===== src/rtl/bcd_pkg.sv =====
// -----------------------------------------------------------------------------
// bcd_pkg
// Types and helpers shared by the iterative BCD-to-binary converter.
//   state_t    : controller state encoding (IDLE / CONV / DONE)
//   BCD_MAX    : largest legal BCD digit value
//   MAC_W      : working width of the shared multiply-by-ten helper
//   mul10_add  : acc*10 + digit built purely from shifts and adds
//   pow10      : constant function used for parameter range checks
// -----------------------------------------------------------------------------
package bcd_pkg;

    typedef enum logic [1:0] {
        IDLE = 2'd0,
        CONV = 2'd1,
        DONE = 2'd2
    } state_t;

    localparam logic [3:0] BCD_MAX = 4'd9;

    // The helper works at a fixed wide width; callers zero-extend their
    // accumulator in and truncate the result back to their own width.
    localparam int MAC_W = 64;

    // acc*10 + digit as (acc<<3) + (acc<<1) + digit, so no multiplier is inferred.
    function automatic logic [MAC_W-1:0] mul10_add(input logic [MAC_W-1:0] acc,
                                                   input logic [3:0]       digit);
        return (acc << 3) + (acc << 1) + {{(MAC_W-4){1'b0}}, digit};
    endfunction

    function automatic longint unsigned pow10(input int n);
        longint unsigned r;
        r = 64'd1;
        for (int i = 0; i < n; i++) begin
            r = r * 64'd10;
        end
        return r;
    endfunction

endpackage


===== src/rtl/bcd_digit_mac.sv =====
// -----------------------------------------------------------------------------
// bcd_digit_mac
// Combinational single-digit step of the BCD-to-binary conversion.
//   acc_in    [OUT_W-1:0] : running binary value
//   digit     [3:0]       : next BCD digit (MSD first)
//   acc_out   [OUT_W-1:0] : acc_in*10 + digit, truncated to OUT_W
//   digit_bad             : digit is not a legal BCD value (> 9)
// -----------------------------------------------------------------------------
module bcd_digit_mac
    import bcd_pkg::*;
#(
    parameter int OUT_W = 10
) (
    input  logic [OUT_W-1:0] acc_in,
    input  logic [3:0]       digit,
    output logic [OUT_W-1:0] acc_out,
    output logic             digit_bad
);

    always_comb begin
        acc_out   = OUT_W'(mul10_add(MAC_W'(acc_in), digit));
        digit_bad = (digit > BCD_MAX);
    end

endmodule


===== src/rtl/bcd_to_bin_seq.sv =====
// -----------------------------------------------------------------------------
// bcd_to_bin_seq
// Iterative multi-operand BCD-to-binary converter. Operands are accepted one
// at a time and converted MSD-first at one digit per cycle; once all NOPS
// operands of a batch are done, the packed results and per-operand error
// flags are offered on a valid/ready output.
//   clk        : clock, rising edge
//   rst        : synchronous reset, active-low
//   abort      : synchronous batch abort, active-high
//   in_valid   : operand presented
//   in_ready   : converter idle and out of reset
//   in_bcd     : NDIG BCD digits, digit NDIG-1 is the MSD
//   out_valid  : batch results available
//   out_ready  : consumer takes the batch
//   out_bin    : NOPS results, operand k at [k*OUT_W +: OUT_W]
//   out_err    : bit k set when operand k held a digit > 9
//   busy       : converting or holding results
// -----------------------------------------------------------------------------
module bcd_to_bin_seq
    import bcd_pkg::*;
#(
    parameter int NDIG  = 3,
    parameter int NOPS  = 2,
    parameter int OUT_W = 10
) (
    input  logic                  clk,
    input  logic                  rst,
    input  logic                  abort,
    input  logic                  in_valid,
    output logic                  in_ready,
    input  logic [4*NDIG-1:0]     in_bcd,
    output logic                  out_valid,
    input  logic                  out_ready,
    output logic [NOPS*OUT_W-1:0] out_bin,
    output logic [NOPS-1:0]       out_err,
    output logic                  busy
);

    localparam int IN_W  = 4 * NDIG;
    localparam int IDX_W = (NOPS > 1) ? $clog2(NOPS) : 1;
    localparam int CNT_W = (NDIG > 1) ? $clog2(NDIG) : 1;

    localparam logic [IDX_W-1:0] IDX_LAST = IDX_W'(NOPS - 1);
    localparam logic [CNT_W-1:0] CNT_LAST = CNT_W'(NDIG - 1);

    // Result width must hold the largest NDIG-digit decimal value.
    if (NDIG < 1 || NOPS < 1 || OUT_W < 1 || OUT_W > MAC_W || NDIG > 19 ||
        (OUT_W < 64 && (64'd1 << OUT_W) < pow10(NDIG))) begin : g_param_check
        $error("bcd_to_bin_seq: invalid parameters (need NDIG,NOPS>=1 and 2**OUT_W >= 10**NDIG)");
    end

    state_t                  state_q,   state_d;
    logic [IDX_W-1:0]        idx_q,     idx_d;
    logic [CNT_W-1:0]        cnt_q,     cnt_d;
    logic [OUT_W-1:0]        acc_q,     acc_d;
    logic [IN_W-1:0]         sr_q,      sr_d;
    logic                    bad_q,     bad_d;
    logic [NOPS*OUT_W-1:0]   out_bin_q, out_bin_d;
    logic [NOPS-1:0]         out_err_q, out_err_d;

    logic [3:0]              digit;
    logic [OUT_W-1:0]        acc_next;
    logic                    digit_bad;
    logic                    accept;

    // The current MSD always sits at the top of the shift register.
    assign digit = sr_q[IN_W-1 -: 4];

    bcd_digit_mac #(
        .OUT_W (OUT_W)
    ) u_mac (
        .acc_in    (acc_q),
        .digit     (digit),
        .acc_out   (acc_next),
        .digit_bad (digit_bad)
    );

    // Handshake flags decode registered state only; in_ready also drops
    // combinationally while reset is held.
    assign in_ready  = (state_q == IDLE) && rst;
    assign out_valid = (state_q == DONE);
    assign busy      = (state_q == CONV) || (state_q == DONE);
    assign out_bin   = out_bin_q;
    assign out_err   = out_err_q;
    assign accept    = in_valid && in_ready;

    always_comb begin
        state_d   = state_q;
        idx_d     = idx_q;
        cnt_d     = cnt_q;
        acc_d     = acc_q;
        sr_d      = sr_q;
        bad_d     = bad_q;
        out_bin_d = out_bin_q;
        out_err_d = out_err_q;

        if (abort) begin
            // Abort wins over any transition, including a coinciding accept.
            state_d   = IDLE;
            idx_d     = '0;
            cnt_d     = '0;
            acc_d     = '0;
            bad_d     = 1'b0;
            out_bin_d = '0;
            out_err_d = '0;
        end else begin
            unique case (state_q)
                IDLE: begin
                    if (accept) begin
                        sr_d    = in_bcd;
                        acc_d   = '0;
                        cnt_d   = '0;
                        bad_d   = 1'b0;
                        state_d = CONV;
                        // Previous batch results stay visible until a new batch starts.
                        if (idx_q == '0) begin
                            out_bin_d = '0;
                            out_err_d = '0;
                        end
                    end
                end

                CONV: begin
                    acc_d = acc_next;
                    bad_d = bad_q | digit_bad;
                    sr_d  = sr_q << 4;
                    cnt_d = cnt_q + CNT_W'(1);
                    if (cnt_q == CNT_LAST) begin
                        cnt_d = '0;
                        out_bin_d[int'(idx_q)*OUT_W +: OUT_W] = bad_d ? '0 : acc_next;
                        out_err_d[idx_q] = bad_d;
                        if (idx_q == IDX_LAST) begin
                            idx_d   = '0;
                            state_d = DONE;
                        end else begin
                            idx_d   = idx_q + IDX_W'(1);
                            state_d = IDLE;
                        end
                    end
                end

                DONE: begin
                    if (out_ready) begin
                        state_d = IDLE;
                    end
                end

                default: begin
                    state_d = IDLE;
                end
            endcase
        end
    end

    always_ff @(posedge clk) begin
        if (!rst) begin
            state_q   <= IDLE;
            idx_q     <= '0;
            cnt_q     <= '0;
            acc_q     <= '0;
            bad_q     <= 1'b0;
            out_bin_q <= '0;
            out_err_q <= '0;
        end else begin
            state_q   <= state_d;
            idx_q     <= idx_d;
            cnt_q     <= cnt_d;
            acc_q     <= acc_d;
            bad_q     <= bad_d;
            out_bin_q <= out_bin_d;
            out_err_q <= out_err_d;
        end
        // Operand shift register is pure data; it is always reloaded on accept.
        sr_q <= sr_d;
    end

endmodule


===== config.mk =====
export PLATFORM = sky130hd
export DESIGN_NAME = bcd_to_bin_seq
export DESIGN_NICKNAME = d
export VERILOG_FILES = /design/src/rtl/bcd_pkg.sv /design/src/rtl/bcd_digit_mac.sv /design/src/rtl/bcd_to_bin_seq.sv
export SDC_FILE = /design/constraint.sdc
export NUM_CORES = 1
export LEC_CHECK = 0
export CAP_MARGIN = 40
export CORE_ASPECT_RATIO = 1.75
export CORE_MARGIN = 2
export CORE_UTILIZATION = 35
export CTS_CLUSTER_SIZE = 28
export DETAILED_ROUTE_END_ITERATION = 16
export GPL_ROUTABILITY_DRIVEN = 0
export SLEW_MARGIN = 20
export SYNTH_ARGS = -nofsm -noshare
export SYNTH_HDL_FRONTEND = slang
export SYNTH_SLANG_ARGS = --single-unit
export TNS_END_PERCENT = 20

===== constraint.sdc =====
create_clock -name clk -period 2.41 [get_ports clk]
set_input_delay 0.3615 -clock clk [delete_from_list [all_inputs] [get_ports clk]]
set_output_delay 0.3615 -clock clk [all_outputs]
set_load 0.01 [all_outputs]

# [After elaboration in Yosys (flattened, before gate mapping)]
# Index checks and enable logic that the tools add are counted.
[word_totals] in_bits=17 output_inout_bits=25 register_bits=49 elab_cells=69
[op_classes] reduce_logical=12 muxes=28 order_cmp=3 mul=1 eq_ne=7 bitwise=3 n_addsub=5 shift=2
[op_table] operator="$mux 20" n=3
[op_table] operator="$pmux 20 s2" n=1
[op_table] operator="$neg 5->33" n=1
[op_table] operator="$shift 10x33->20 const A" n=1
[op_table] operator="$shiftx 10x33->20" n=1
[op_table] operator="$pmux 12 s2" n=1
[op_table] operator="$bwmux 20" n=1
[op_table] operator="$mux 2" n=9
[op_table] operator="$pmux 9 s2" n=1
[op_table] operator="$mux 12" n=1
[op_table] operator="$add 10x10->10" n=1
[op_table] operator="$add 10x4->10" n=1
[op_table] operator="$mux 10" n=1
[op_table] operator="$mux 9" n=1
[op_table] operator="$pmux 2 s2" n=2
[op_table] operator="$pmux 2 s3" n=1
[op_table] operator="$reduce_and 3->1" n=2
[op_table] operator="$eq 2x2->1 const B" n=2
[op_table] operator="$gt 4x4->1 const B" n=1
[op_table] operator="$mul 1x3->4 const B" n=1
[op_table] operator="$ne 2x1->1 const B" n=2
[op_table] operator="$ne 2x2->1 const B" n=2
[op_table] operator="$reduce_and 2->1" n=2
[op_table] operator="$reduce_and 4->1" n=1
[op_table] operator="16 further kinds" n=21

# [Logic depth before layout (Yosys ltp)]
[depth] depth_word=7 mapped_depth=9 depth_no_buf=9

# [Hierarchy]
# From an unflattened synthesis, not the netlist that was laid out.
[unflattened] hier_cells=250 area_unflattened_um2=2521.2
[modules_own_cells] module="bcd_to_bin_seq" area_each_um2=2105.8 cells_per_inst=202 seq_area_each_um2=1121.1 instances=1
[modules_own_cells] module="bcd_digit_mac" area_each_um2=415.4 cells_per_inst=48 seq_area_each_um2=0.0 instances=1

# [Worst setup path after synthesis]
# Ideal clock, no wire load.
[synth_path] kind="register to register" from="register acc_q[0]" to="register out_bin_q[19], in the netlist out_bin[19]" n_path_buf=0 setup_ps=66 t_arrival_ps=2296 stages_incl_launch_ff=10 required_time_ps=2344 slack_ps=48 path_cell_list="dfxtp_1 inv_1 fa_1 inv_1 ha_1 a211oi_1 o211ai_1 o21ai_0 mux2_2 a21oi_2"
[synth_via] elab_chain_len=7
[synth_lines] item="start: declaration" line_no="bcd_to_bin_seq.sv:55" rtl="logic [OUT_W-1:0] acc_q, acc_d;"
[synth_lines] item="start signal: assignment" line_no="bcd_to_bin_seq.sv:160" rtl="acc_q <= '0;"
[synth_lines] item="start signal: assignment" line_no="bcd_to_bin_seq.sv:168" rtl="acc_q <= acc_d;"
[synth_lines] item="$add 10x10->10" line_no="bcd_pkg.sv:27" rtl="return (acc << 3) + (acc << 1) + {{(MAC_W-4){1'b0}}, digit};"
[synth_lines] item="$add 10x4->10" line_no="bcd_pkg.sv:27"
[synth_lines] item="$mux 10" line_no="bcd_to_bin_seq.sv:130" rtl="out_bin_d[int'(idx_q)*OUT_W +: OUT_W] = bad_d ? '0 : acc_next;"
[synth_lines] item="$shiftx 10x33->20" line_no="bcd_to_bin_seq.sv:130"
[synth_lines] item="$bwmux 20" line_no="bcd_to_bin_seq.sv:130"
[synth_lines] item="$mux 20" line_no="bcd_to_bin_seq.sv:128" rtl="if (cnt_q == CNT_LAST) begin"
[synth_lines] item="$pmux 20 s2" line_no="bcd_to_bin_seq.sv:107" rtl="unique case (state_q)"
[synth_lines] item="end signal: assignment" line_no="bcd_to_bin_seq.sv:170" rtl="out_bin_q <= out_bin_d;"
[synth_lines] item="end: declaration" line_no="bcd_to_bin_seq.sv:58" rtl="logic [NOPS*OUT_W-1:0] out_bin_q, out_bin_d;"
# No other way between the ends. The select of a mux whose other input is x is not followed.
# A chain may end at the register's enable or synchronous reset.

# [Worst setup path in the final report]
[layout_path] from="register sr_q[11]" to="register acc_q[6]"
[layout_via] elab_chain_len=2
[layout_lines] item="start: declaration" line_no="bcd_to_bin_seq.sv:56" rtl="logic [IN_W-1:0] sr_q, sr_d;"
[layout_lines] item="start signal: assignment" line_no="bcd_to_bin_seq.sv:174" rtl="sr_q <= sr_d;"
[layout_lines] item="$add 10x4->10" line_no="bcd_pkg.sv:27"
[layout_lines] item="$pmux 9 s2" line_no="bcd_to_bin_seq.sv:107"
# No other way between the ends.

==> results.txt <==
Run status = completed
Clock Tree Root = sky130_fd_sc_hd__clkbuf_16
Global-route wire length before repair = 9.18 mm
Signed area change from the synthesized netlist to the final layout = 32.3%
Worst skew pair latency = 0.29 ns
Placed inst area = 3000 um^2
Number of flops mapped to enable cells by yosys = 12
# diodes = 0
CTS tree = yes
Clock transition at path regs = 0.07 ns
Min Tclk post-route = 2.29 ns
Count of cell types in the netlist = 44
CP startpoint kind = flip-flop
Cell-internal power = 1.41 mW
Worst min-delay path class = flip-flop to flip-flop
Standard cell core area = 6810 um^2
Per-cell via count in the routed design = 5.10
Final Cell Area = 3220 um^2
Top cells by area, synth = sky130_fd_sc_hd__dfxtp_1 30%, sky130_fd_sc_hd__edfxtp_1 15%, sky130_fd_sc_hd__ha_1 8.7%
Largest family of logic cells by synthesized area = compound AO/OA/AOI/OAI gates
Top flip-flop cell by instance count after synthesis = sky130_fd_sc_hd__dfxtp_1
Violation count after the first detailed-routing iteration = 64
Max-Slew Margin vs Limit = 0.702
RSZ-0062 raised after global routing = true
Synthesized area = 2430 um^2
Num Clock Sinks = 49
Layout cells sized above 1 = 0.157
Syn Nets = 276
Areal power density over the cells = 556 nW/um^2
Area fraction in compound gates after synthesis = 0.171
DR WL met3 = 238 um
Biggest area consumer among synthesized cells = sky130_fd_sc_hd__dfxtp_1
Setup TNS = 0 ns
Period Utilization, post-route = 0.949
Top-level I/O count = 42
Share of total power in the clock network = 0.450
Category of the critical setup timing path = flip-flop to flip-flop
Post-CTS Hold Buffers = 0
Pin count of the biggest net entering global routing = 22
Setup violators final = 0
Total vias in the final route = 1,924
Number of global-route vias before repair = 1,928
Overflow left after global routing = 0
Clock buffer count from CTS = 5
Max_cap viols = 0
Share of synthesized area spent on multiplexers = 0.0499
Dominant cell by count in the synthesized netlist = sky130_fd_sc_hd__nor2_1
Crit path required time = 2.59 ns
Worst slew pin tran = 0.447 ns
Maximum clock insertion buffer count = 2
Post-Synth Simple-Gate Area = 0.155
Top cells by instance count after synthesis = 38 x sky130_fd_sc_hd__nor2_1, 37 x sky130_fd_sc_hd__dfxtp_1, 27 x sky130_fd_sc_hd__a22oi_1
Leakage power = 1.18 nW
Routed met2 length = 3.14 mm
Xor/xnor share of the synthesized area = 0.0216
Combinational share of power = 0.073
Post-layout instance count excluding filler cells = 377
# DRC = 0
Cell Count Post-Placement = 368
Synthesized flop and latch total = 49
Total length of routed wires = 5.67 mm
Critical path capture point type = flip-flop
Final hold violation count = 0
Total Die Area = 7660 um^2
Placed wire-length estimate after detailed placement = 4.08 mm
Post-DR wirelength/cell = 15.0 um
Share of the yosys chip area belonging to registers = 0.452
Arrival @ worst endpoint = 2.46 ns
Adder and majority cell fraction of the synthesized area = 0.104
Met1 layer wirelength in the final routing = 2.20 mm
Power spent charging and discharging nets = 385 uW
Number of H-tree levels = 2
Final Max Slew Viols = 0
Portion of synthesized cell area occupied by the leading cell type = 0.304
Count of synthesis-stage warnings from yosys = 0
Core Rows = 40
Number of filler instances in the final layout = 677
Average footprint of a synthesized cell = 10.1 um^2
Iteration count of the initial detailed-routing pass = 5
Net Sw Frac = 0.215
Die height = 114 um
Hold Slack = 0.499 ns
Initial antenna violation count = 0
Final antenna-violating net count = 0
Largest vdd supply drop = 408 uV
Final Net Count = 328
DIE WIDTH = 67.0 um
Sequential share of power = 0.477
Achievable Freq = 0.437 GHz
Biggest fanout along the worst timing path = 3
Gate count after technology mapping = 240
Starting density of the core = 0.358
GRT Util Overall = 0.161
Skew final = 0.00338 ns
Top metal layer carrying routed signals = met4
Async SR Flop Fraction = 0
Port buffer count = 41
Total power after layout = 1.79 mW
critical path: stages, from the launching register on:
cell	delay, ns
sky130_fd_sc_hd__edfxtp_1	0.40
sky130_fd_sc_hd__inv_2	0.07
sky130_fd_sc_hd__fa_1	0.42
sky130_fd_sc_hd__buf_4	0.15
sky130_fd_sc_hd__fa_2	0.36
sky130_fd_sc_hd__nor2b_4	0.14
sky130_fd_sc_hd__o31a_1	0.19
sky130_fd_sc_hd__a21oi_1	0.07
sky130_fd_sc_hd__buf_4	0.15
sky130_fd_sc_hd__a22oi_1	0.15
sky130_fd_sc_hd__nor2_1	0.05
registers in the layout, summed over array words and instances (netlist names):
signal	cells
out_bin	20
sr_q	12
acc_q	9
cnt_q	2
out_err	2
state_q	2
bad_q	1
idx_q	1
logic make-up after synthesis:
group,count (synthesis)
multiplexers,11
flip-flops,49
adder cells (fa/ha/maj),19
XOR/XNOR,6
AND/OR/NAND/NOR,72
buffers and inverters,25
AO/OA/AOI/OAI,58
what timing repair did:
item | CTS | global route
buffers inserted | 0 | 1
setup endpoints to repair | 4 | 11
resized for setup | 2 | 11
pin swaps | 0 | 6
final timing paths:
kind / to / cells past startpoint / slack (ns) / from
worst min register to register: out_bin[19]$_SDFFE_PP0P_ / 2 / 0.50 / out_bin[19]$_SDFFE_PP0P_
worst min-delay path: out_bin[19]$_SDFFE_PP0P_ / 2 / 0.50 / out_bin[19]$_SDFFE_PP0P_
worst max-delay path: acc_q[6]$_SDFFE_PP0P_ / 10 / 0.12 / sr_q[11]$_DFFE_PP_
worst max register to register: acc_q[6]$_SDFFE_PP0P_ / 10 / 0.12 / sr_q[11]$_DFFE_PP_
cells in the final DEF, fill, tap and decap left out, types with 2 or more instances in the layout:
| cell type | instances |
|---|---|
| sky130_fd_sc_hd__clkbuf_16 | 5 |
| sky130_fd_sc_hd__xnor2_1 | 6 |
| sky130_fd_sc_hd__dfxtp_1 | 37 |
| sky130_fd_sc_hd__buf_4 | 16 |
| sky130_fd_sc_hd__mux2_2 | 8 |
| sky130_fd_sc_hd__o211ai_1 | 4 |
| sky130_fd_sc_hd__o311ai_2 | 2 |
| sky130_fd_sc_hd__a22oi_1 | 26 |
| sky130_fd_sc_hd__a21boi_1 | 2 |
| sky130_fd_sc_hd__nand3_1 | 2 |
| sky130_fd_sc_hd__nand3b_1 | 2 |
| sky130_fd_sc_hd__nor2_1 | 38 |
| sky130_fd_sc_hd__a32o_1 | 3 |
| sky130_fd_sc_hd__mux2i_1 | 2 |
| sky130_fd_sc_hd__ha_1 | 17 |
| sky130_fd_sc_hd__nor2b_1 | 10 |
| sky130_fd_sc_hd__a21oi_1 | 7 |
| sky130_fd_sc_hd__nor3b_1 | 2 |
| sky130_fd_sc_hd__o21ai_1 | 2 |
| sky130_fd_sc_hd__nand2_1 | 5 |
| sky130_fd_sc_hd__edfxtp_1 | 12 |
| sky130_fd_sc_hd__nand2b_1 | 4 |
| sky130_fd_sc_hd__a31oi_1 | 2 |
| sky130_fd_sc_hd__inv_1 | 12 |
| sky130_fd_sc_hd__o21ai_0 | 2 |
| sky130_fd_sc_hd__clkdlybuf4s50_1 | 41 |
area by class of cell:
| class | count | area, um^2 | share of cell area |
|---|---|---|---|
| multi-input combinational | 166 | 1260 | 0.392 |
| sequential | 49 | 1100 | 0.342 |
| timing repair buffer | 57 | 531 | 0.165 |
| clock buffer | 5 | 125 | 0.0389 |
| tap | 84 | 105 | 0.0326 |
| inverter | 13 | 48.8 | 0.0152 |
| clock inverter | 3 | 46.3 | 0.0144 |
routing by layer:
metal / GRT usage / vias to the layer above
met3: 0.0374 / 6
li1: - / 966
met5: 0 / -
met4: 0.0653 / 0
met2: 0.284 / 37
met1: 0.181 / 915
power by group through the flow:
stage                     Clock, mW  Sequential, mW  Combinational, mW
after global placement            0           0.873              0.131
after global routing          0.864           0.855              0.143
after floorplan                   0           0.873             0.0731
final                         0.805           0.855              0.130
after detailed placement          0           0.874              0.132
after CTS                     0.830           0.855              0.133
per-stage QoR:
stage,setup WS [ns],util
2_1_floorplan,0.0480,-
3_3_place_gp,0.0139,0.439
3_5_place_dp,-0.00257,0.440
4_1_cts,0.00201,0.467
5_1_grt,-0.0257,0.473
6_report,0.123,0.473
Power figures use the tool's default switching activity.
==> patch 1: new RTL, config.mk and constraints unchanged <==
`NOPS`: 2 -> 1.
--- a/src/rtl/bcd_to_bin_seq.sv
+++ b/src/rtl/bcd_to_bin_seq.sv
@@ -20,7 +20,7 @@
     import bcd_pkg::*;
 #(
     parameter int NDIG  = 3,
-    parameter int NOPS  = 2,
+    parameter int NOPS  = 1,
     parameter int OUT_W = 10
 ) (
     input  logic                  clk,
Interface: changed (resized out_bin and out_err); port bits go from 42 to 31. No check against the original RTL was run, so the function may have changed too.
==> patch 1 against the original RTL <==
  * Total power is 30% lower
  * Area after synthesis is 17% lower
  * Critical endpoint is now acc_q[8]
  * Largest cell class unchanged
  * Wire length is 21% lower
  * Setup slack better by 0.019 ns
  * Critical path type unchanged
  * Highest routed layer unchanged
  * Final area is 23% lower
  * Clock power is 43% lower
  * Sequential cell count is 12 lower
==> patch 1: results (changes against the original RTL) <==
Worst-Margin Slew: 0.4723 ns (+0.02554 ns)
register area share after synthesis: 42.76% (-2.5 points)
worst r2r path cells: 8 (-2)
number of I/O port buffers: 30 (-27%)
Comb power frac: 10.6% (+3.3 points)
fraction of layout cells with a size suffix above 1: 12.92% (-2.8 points)
Largest register FFs: 12 (-40%)
wl on met1: 1.664 mm (-24%)
Synth top cells by count: nor2_1 (27), dfxtp_1 (25), ha_1 (17), a21oi_1 (14), edfxtp_1 (12)
drt wl/cell: 14.26 um (-5.2%)
hold_sp: bad_q
dpl ws: 0.1322 ns (+0.1347 ns)
# fillers: 547 (-19%)
Hold Crit Endpoint: bad_q
via count: 1556 (-19%)
Reg power frac: 52.9% (+5.2 points)
Critical Path Fanout Max: 4 (+1)
critical path startpoint: acc_q[0]
placed inst area: 2397 um2 (-20%)
mux contribution to synthesized area: 5.469% (+0.48 points)
Met3 Wirelength: 111 um (-53%)
unique cell type count in the Yosys netlist: 47 (+6.8%)
routed wl met2: 2.634 mm (-16%)
status: finished clean
met2 Use GR: 28.04% (-0.34 points)
GRT Overall Usage: 15.44% (-0.65 points)
flop2flop setup slack: 0.14 ns (+0.02 ns)
Synth area leaders: dfxtp_1 (25%), edfxtp_1 (18%), ha_1 (11%), nor2_1 (5.0%), mux2_2 (4.5%)
syn avg cell area: 10.07 um2 (-0.73%)
Synth Area in Adders: 12.55% (+2.2 points)
first drt pass iteration count: 4 (-1)
dpl hpwl: 3.577 mm (-12%)
compound-cell area share of the yosys netlist: 14.42% (-2.7 points)
Clk Tree Root Cell: clkbuf_8
largest net degree at the start of global routing: 13 (-41%)
Final nets: 275 (-16%)
global-route track usage on met3: 2.861% (-0.88 points)
r2r endpoint: acc_q[8]
met1 GRT Util: 16.63% (-1.4 points)
post-layout minimum cycle time: 2.268 ns (-0.01892 ns)
first-pass GRT wire length: 7.320 mm (-20%)
[patch 1: cell types whose count changed in the layout (fill, tap and decap cells not counted), moves of 6 or more]
| cell | unedited run | this run |
|---|---|---|
| a22oi_1 | 26 | 7 |
| dfxtp_1 | 37 | 25 |
| clkdlybuf4s50_1 | 41 | 30 |
| nor2_1 | 38 | 27 |
| buf_4 | 16 | 9 |
| a21oi_1 | 7 | 13 |
| clkbuf_8 | 0 | 6 |
[patch 1: cell type report]
type,instances,area share [%]
multi-input cells,145,41.59
flip-flops and latches,37,34.56
repair buffers,39,14.77
well taps,76,3.817
clock buffers,8,3.616
inverters,11,1.657
[patch 1: critical path, delay by kind of cell, from the launching register on]
kind	cells	cell delay, ns
compound gates	2	0.36
fa+ha+maj	2	0.98
buf+inv	1	0.07
flops	1	0.36
simple gates	3	0.39
[patch 1: timing repair]
action,4_1_cts,5_1_grt
endpoints found under the setup margin,0,1
gates resized for setup,0,1
hold endpoints to repair,0,0
==> patch 2: new RTL, same settings <==
Made on the original files. Put one more register stage on the output `out_err`. The value now appears one clock later. The other outputs are not delayed to match.
--- a/src/rtl/bcd_to_bin_seq.sv
+++ b/src/rtl/bcd_to_bin_seq.sv
@@ -81,7 +81,9 @@
     assign out_valid = (state_q == DONE);
     assign busy      = (state_q == CONV) || (state_q == DONE);
     assign out_bin   = out_bin_q;
-    assign out_err   = out_err_q;
+    always_ff @(posedge clk) begin
+        out_err <= out_err_q;
+    end
     assign accept    = in_valid && in_ready;
 
     always_comb begin
Check against the original RTL: not equivalent (Yosys sat finds a counterexample within 10 cycles, from zero or initial values).
==> patch 2 against the original RTL <==
  * Critical path depth fell by 1
  * First-iteration DRC count is 16% higher
  * Sequential cell count rose by 2
  * Total power up 8.9%
  * Clock skew rose by 0.0036 ns
  * Wire length hardly changed
  * Area after synthesis rose by 2.5%
  * Sequential power increased by 3.7%
  * Final area is 0.47% higher
  * Setup slack gained 0.031 ns
  * Via count down 0.16%
  * Count of clock-buffer cells in the layout did not move
  * Sequential share of layout area rose by 1.1 points
  * Largest power group is now the clock network
==> patch 2: results (changes against the original RTL) <==
status: finished clean
Met3 Wirelength: 175 um (-26%)
Clock Power: 929 uW (+15%)
origin of the critical flop-to-flop path: acc_q[0]
hold-critical path depth: 0 (-2)
Static Leak: 1.198 nW (+1.7%)
unique cell type count in the Yosys netlist: 41 (-6.8%)
flop2flop setup slack: 0.15 ns (+0.03 ns)
first-pass GRT wire length: 9.246 mm (+0.69%)
wl on met1: 2.207 mm (+0.55%)
CP max stage delay: 0.60 ns (+0.18 ns)
final hold slack: 0.3543 ns (-0.1444 ns)
Net Count, Synth: 278 (+0.72%)
dpl hpwl: 4.072 mm (-0.24%)
slowest cell on the critical path: fa_2
Peak VDD IR: 397.9 uV (-2.4%)
Hold Crit Endpoint: out_err[1]
Area growth syn-to-layout: 29.64%
WL final: 5.673 mm (about the same)
Synth area leaders: dfxtp_1 (31%), edfxtp_1 (14%), ha_1 (8.5%), a22oi_1 (8.1%), nor2_1 (5.6%)
Reg power frac: 45.5% (-2.2 points)
Synth top cells by count: dfxtp_1 (39), nor2_1 (37), a22oi_1 (27), ha_1 (17), inv_1 (13)
Starting DRT DRC Count: 74 (+16%)
GRT Overall Usage: 15.70% (-0.39 points)
vias in the first global route: 1990 (+3.2%)
post-route clock skew: 0.007023 ns (+0.003643 ns)
routed wl met2: 3.071 mm (-2.2%)
register area share after synthesis: 45.74% (+0.49 points)
patch 2: through the flow:
| stage | instances | setup slack, ns |
|---|---|---|
| global route | 372 | 0.008058 |
| finish | 372 | 0.1544 |
| floorplan | 242 | 0.1701 |
| global placement | 363 | 0.03183 |
| CTS | 372 | 0.01140 |
| detailed placement | 364 | -0.04403 |
patch 2: cells by family (layout without fill, tap and decap cells):
group	Yosys count	count (layout)	share of synthesized area [%]
and+or+nand+nor	71	71	14.84
AOI/OAI and AO/OA	58	58	17.35
DFF	51	51	45.74
buffers and inverters	26	72	5.065
adders and majority gates	19	19	10.13
muxes	10	10	4.413
xor gates and xnor gates	7	7	2.457
patch 2: layer usage:
layer	vias to the layer above	GRT usage (%)
met1	918	16.44
met4	0	8.533
met5	-	0
li1	950	-
met3	13	3.204
met2	40	28.30
patch 2: final cells by class:
type	instances	area share (%)
clock inverters	3	2.205
repair buffers	51	15.01
multi-input cells	165	38.84
inverters	13	1.509
well taps	84	3.250
flip-flops and latches	51	35.32
clock buffers	5	3.868
